File: src/rtl/num_conv_pkg.sv
// num_conv_pkg: shared widths, reset char word and FSM state encoding for num_conv_sched.
package num_conv_pkg;
    localparam int NUM_W = 10;
    localparam int CHAR_W = 32;
    localparam logic [CHAR_W-1:0] CHAR_RESET = 32'h30303030;
    typedef enum logic [1:0] {ST_IDLE = 2'd0, ST_WAIT = 2'd1, ST_RESP = 2'd2} state_t;
endpackage

File: src/rtl/num_conv_sched_rr_arb.sv
// rr_arb: N-way round-robin arbiter, first requester at or above ptr (with wrap) wins.
module rr_arb #(
    parameter int N = 4,
    parameter int W = $clog2(N)
) (
    input  logic [N-1:0] req,
    input  logic [W-1:0] ptr,
    output logic [N-1:0] gnt,
    output logic [W-1:0] idx,
    output logic         any
);
    logic [W-1:0] j;
    // Scan offsets from high to low so the smallest offset from ptr is the last to win.
    always_comb begin
        idx = '0;
        any = 1'b0;
        j = '0;
        for (int k = N - 1; k >= 0; k--) begin
            j = W'((int'(ptr) + k) % N);
            if (req[j]) begin
                idx = j;
                any = 1'b1;
            end
        end
        gnt = any ? N'(1) << idx : '0;
    end
endmodule

File: src/rtl/num_conv_sched.sv
// num_conv_sched: round-robin sharing of one registered number-to-ASCII converter among N_REQ requesters.
// Optional per-requester result cache enabled by defining NUM_CONV_SCHED_CACHE_EN.
module num_conv_sched
    import num_conv_pkg::*;
#(
    parameter int N_REQ = 4,
    parameter int CONV_LAT = 2,
    parameter int ID_W = $clog2(N_REQ)
) (
    input  logic                   clk,
    input  logic                   rst_n,
    input  logic [N_REQ-1:0]       req_valid,
    input  logic [NUM_W*N_REQ-1:0] req_num,
    output logic [N_REQ-1:0]       req_ready,
    output logic [NUM_W-1:0]       conv_num,
    input  logic [CHAR_W-1:0]      conv_char,
    output logic                   rsp_valid,
    input  logic                   rsp_ready,
    output logic [ID_W-1:0]        rsp_id,
    output logic [CHAR_W-1:0]      rsp_char,
    output logic                   busy
);
    localparam int CW = $clog2(CONV_LAT + 1);

    state_t            state, nxt;
    logic [ID_W-1:0]   ptr, idx;
    logic [N_REQ-1:0]  gnt;
    logic              any, accept, cap, hit;
    logic [CW-1:0]     cnt;
    logic [NUM_W-1:0]  sel_num;
    logic [CHAR_W-1:0] cap_char;

    rr_arb #(.N(N_REQ), .W(ID_W)) u_arb (
        .req(req_valid),
        .ptr(ptr),
        .gnt(gnt),
        .idx(idx),
        .any(any)
    );

    assign sel_num = req_num[NUM_W*idx +: NUM_W];
    assign accept = state == ST_IDLE && any;
    assign cap = state == ST_WAIT && cnt == CW'(CONV_LAT);
    assign req_ready = (state == ST_IDLE && rst_n) ? gnt : '0;
    assign busy = state != ST_IDLE;

`ifdef NUM_CONV_SCHED_CACHE_EN
    logic [N_REQ-1:0]  c_vld;
    logic [NUM_W-1:0]  c_num [N_REQ];
    logic [CHAR_W-1:0] c_char [N_REQ];
    logic              hit_r;
    assign hit = c_vld[idx] && c_num[idx] == sel_num;
    assign cap_char = hit_r ? c_char[rsp_id] : conv_char;
    always_ff @(posedge clk or negedge rst_n) begin
        if (!rst_n) begin
            c_vld <= '0;
            hit_r <= 1'b0;
        end else begin
            if (accept) hit_r <= hit;
            if (cap && !hit_r) c_vld[rsp_id] <= 1'b1;
        end
    end
    always_ff @(posedge clk) begin
        if (cap && !hit_r) begin
            c_num[rsp_id] <= conv_num;
            c_char[rsp_id] <= conv_char;
        end
    end
`else
    assign hit = 1'b0;
    assign cap_char = conv_char;
`endif

    always_ff @(posedge clk or negedge rst_n) begin
        if (!rst_n) state <= ST_IDLE;
        else state <= nxt;
    end

    always_comb begin
        nxt = state;
        nxt = state == ST_IDLE ? (any ? ST_WAIT : ST_IDLE) :
              state == ST_WAIT ? (cap ? ST_RESP : ST_WAIT) :
              state == ST_RESP ? (rsp_ready ? ST_IDLE : ST_RESP) : ST_IDLE;
    end

    // A cache hit preloads the counter so capture of the cached word lands on the next edge.
    always_ff @(posedge clk or negedge rst_n) begin
        if (!rst_n) begin
            ptr <= '0;
            conv_num <= '0;
            rsp_valid <= 1'b0;
            rsp_id <= '0;
            rsp_char <= CHAR_RESET;
            cnt <= '0;
        end else begin
            if (accept) begin
                rsp_id <= idx;
                ptr <= idx == ID_W'(N_REQ - 1) ? '0 : idx + 1'b1;
                cnt <= hit ? CW'(CONV_LAT) : '0;
                if (!hit) conv_num <= sel_num;
            end
            if (state == ST_WAIT && !cap) cnt <= cnt + 1'b1;
            if (cap) begin
                rsp_char <= cap_char;
                rsp_valid <= 1'b1;
            end
            if (state == ST_RESP && rsp_ready) rsp_valid <= 1'b0;
        end
    end
endmodule

File: config.mk
export PLATFORM = sky130hd
export DESIGN_NAME = num_conv_sched
export DESIGN_NICKNAME = d
export VERILOG_FILES = /design/src/rtl/num_conv_pkg.sv /design/src/rtl/num_conv_sched_rr_arb.sv /design/src/rtl/num_conv_sched.sv
export SDC_FILE = /design/constraint.sdc
export NUM_CORES = 1
export LEC_CHECK = 0
export CORE_MARGIN = 3
export CORE_UTILIZATION = 44
export CTS_BUF_LIST = sky130_fd_sc_hd__clkbuf_4
export DETAILED_ROUTE_END_ITERATION = 16
export PLACE_DENSITY = 0.94
export SYNTH_ARGS = -nofsm -noshare
export SYNTH_HDL_FRONTEND = slang
export SYNTH_HIERARCHICAL = 1
export SYNTH_SLANG_ARGS = --single-unit
File: constraint.sdc
create_clock -name clk -period 4.05 [get_ports clk]
set_input_delay 0.6075 -clock clk [delete_from_list [all_inputs] [get_ports clk]]
set_output_delay 0.6075 -clock clk [all_outputs]
set_load 0.01 [all_outputs]
==> results.json <==
{
  "drt_iter0_drc": 55,
  "rsz0062_at_grt": "false",
  "synth_fp_nets": 280,
  "hp-class": "input port to async pin",
  "clock_skew_ps": 13.4,
  "start_kind": "input port",
  "gr-total-overflow": 0,
  "ys_ff_latch": 51,
  "min_period_ps": 3140,
  "rows": 26,
  "endpoint_kind": "primary output",
  "setup_viol": 0,
  "status": "complete, no violations",
  "top_layer": "met4",
  "wl_per_cell_um": 15.6,
  "num_vias": 2024,
  "placed_area_um2": 3760,
  "antenna_cells": 0,
  "post-route-drc-count": 0,
  "crit_start": "req_valid[2]",
  "crit_fanout": 9,
  "tightest_slew_ps": 754,
  "drive_above_1_share_pct": 18.2,
  "clock_path_buffers": 2,
  "m1WireLength_mm": 2.38,
  "worst_slack_ps": 911,
  "cp.required_ps": 3440,
  "timing.rr.start": "ptr[1]",
  "core_um2": 5270,
  "dr_wl_met2_mm": 3.30,
  "r2r_slack_ps": 2030,
  "worstSetupPathType": "input port to primary output",
  "grt_max_degree": 52,
  "tritoncts": "yes",
  "cts_hold_buf": 0,
  "fin_util_pct": 72.6,
  "die_width_um": 81.1,
  "vdd_ir_drop_max_mv": 0.399,
  "ys_warn_count": 6,
  "grt_pass1_wl_mm": 9.74,
  "synthArstFlopShare_pct": 100,
  "finalCritPeriodShare_pct": 77.5,
  "dr.pass1.iters": 4,
  "insertion_delay_ps": 360,
  "clk_pin_slew_ps": 150,
  "wl_met3_um": 461,
  "maxCapViolCount": 0,
  "area_growth_pct": 54.4,
  "ant_nets": 0,
  "dieArea_um2": 6570,
  "cellLeakagePower_nw": 1.62,
  "powerDensity_nw_per_um2": 685,
  "seq_area_frac_synth_pct": 51.9,
  "dpl_worst_slack_ps": 951,
  "finalInstanceArea_um2": 3830,
  "hold_violations": 0,
  "postSynthCellCount": 199,
  "nets": 404,
  "synth_edf_count": 0,
  "cts_resized": 0,
  "fmax_mhz": 319,
  "place_congestion": 0.795,
  "h-tree-depth": 2,
  "synth.avg_cell_area_um2": 12.5,
  "cts_setup_buffers": 0,
  "setup-tns-final_ps": 0,
  "post_drt_via_cell_ratio": 5.14,
  "grt_pass1_vias": 2033,
  "io_pins": 129,
  "antenna_found_initial": 0,
  "syn_area_um2": 2480,
  "clock_sinks": 51,
  "port-buffer-count": 128,
  "die_y_um": 81.1,
  "cts_made_buffers": 5,
  "start_util_pct": 47.0,
  "slew-limit-headroom_pct": 49.6,
  "slew_viol_final": 0,
  "yosys_most_used_dff": "dfrtp_1",
  "synth_cell_types": 39,
  "worstPathArrival_ps": 2530,
  "dpl.hpwl_mm": 4.72,
  "root_buffer": "clkbuf_4",
  "power_w": 0.00262,
  "gr-usage-all-layers_pct": 19.3,
  "wirelength_mm": 6.16
}
==> power by group <==
| part | internal [W] | total (W) | switching (W) |
|---|---|---|---|
| combinational | 0.000854 | 0.00143 | 0.000572 |
| clock | 0.0000774 | 0.000236 | 0.000159 |
| sequential | 0.000798 | 0.000960 | 0.000162 |
| total | 0.00173 | 0.00262 | 0.000892 |
==> logic make-up after synthesis <==
kind of cell | after synthesis | share of synthesized area, %
compound gates | 30 | 9.74
fa+ha+maj | 2 | 1.01
buf+inv | 17 | 4.39
flops | 51 | 51.9
mux | 55 | 24.2
simple gates | 44 | 8.73
==> sequential cells by signal, summed over array words and instances (netlist names) <==
signal,count
cnt,2
rsp_id,2
conv_num,10
ptr,2
rsp_char,32
rsp_valid,1
state,2
==> metrics by stage <==
| step | hold WS [ps] | instances |
|---|---|---|
| CTS | 414 | 394 |
| detailed placement | 465 | 386 |
| finish | 415 | 394 |
| global route | 429 | 394 |
| global placement | 459 | 386 |
| floorplan | 312 | 199 |
==> final timing paths <==
| kind | to | cells after the start |
|---|---|---|
| setup / recovery | req_ready[0] | 6 |
| hold reg to reg | rsp_id[0] | 2 |
| hold / removal | rsp_char[14] | 2 |
| max in group asynchronous | rsp_char[2] | 2 |
| setup reg to reg | ptr[1] | 6 |
| min in group clk | rsp_id[0] | 2 |
==> per-layer routing <==
metal  GRT usage, %  up-vias
li1               -      970
met1           22.6      978
met2           33.9       74
met3           6.87        2
met4           4.05        0
met5              0        -
==> synth_stat cells (2+ instances only) <==
library cell  count  area [um2]
mux2_4            2        30.0
dfstp_2           8         210
nor2_1            9        33.8
buf_6             4        45.0
nor2b_1           2        12.5
mux2_2           32         360
o221ai_1          9        78.8
o21bai_1          2        15.0
dfrtp_1          43        1080
nand2b_1          3        18.8
buf_2             6        30.0
and3_1            5        31.3
o31ai_1           2        15.0
nor3_1            2        10.0
nand2_1          17        63.8
inv_1             3        11.3
a22o_1            2        17.5
ha_1              2        25.0
buf_4             2        15.0
mux2i_1          21         210
o21ai_0           2        10.0
a21oi_1           4        20.0
==> cells in the final DEF (no fill, tap or decap), types with 2 or more instances in the layout <==
master,instances
clkdlybuf4s50_1,127
dfrtp_1,43
mux2_2,32
mux2i_1,21
nand2_1,17
nor2_1,9
o221ai_1,9
dfstp_2,8
clkbuf_4,6
and3_1,5
a21oi_1,4
inv_1,3
nand2b_1,3
o21ai_0,2
o31ai_1,2
o21bai_1,2
a22o_1,2
mux2_4,2
ha_1,2
clkinv_4,2
buf_4,2
nor2b_1,2
nor3_1,2
==> worst max-delay path, cell delays in order <==
cell and delay [ps]:
clkdlybuf4s50_1 650, nor2b_1 250, nor3_1 70, o31a_1 300, and3_1 180, clkdlybuf4s50_1 480
==> cell type report <==
| cell class | count | area, um2 |
|---|---|---|
| clock buffers | 6 | 45.0 |
| multi-input cells | 131 | 1080 |
| flip-flops and latches | 51 | 1290 |
| fillers | 410 | 1440 |
| repair buffers | 130 | 1290 |
| inverters | 4 | 15.0 |
| well taps | 70 | 87.6 |
| clock inverters | 2 | 17.5 |
Note: power is estimated with default switching activity, not from simulation.
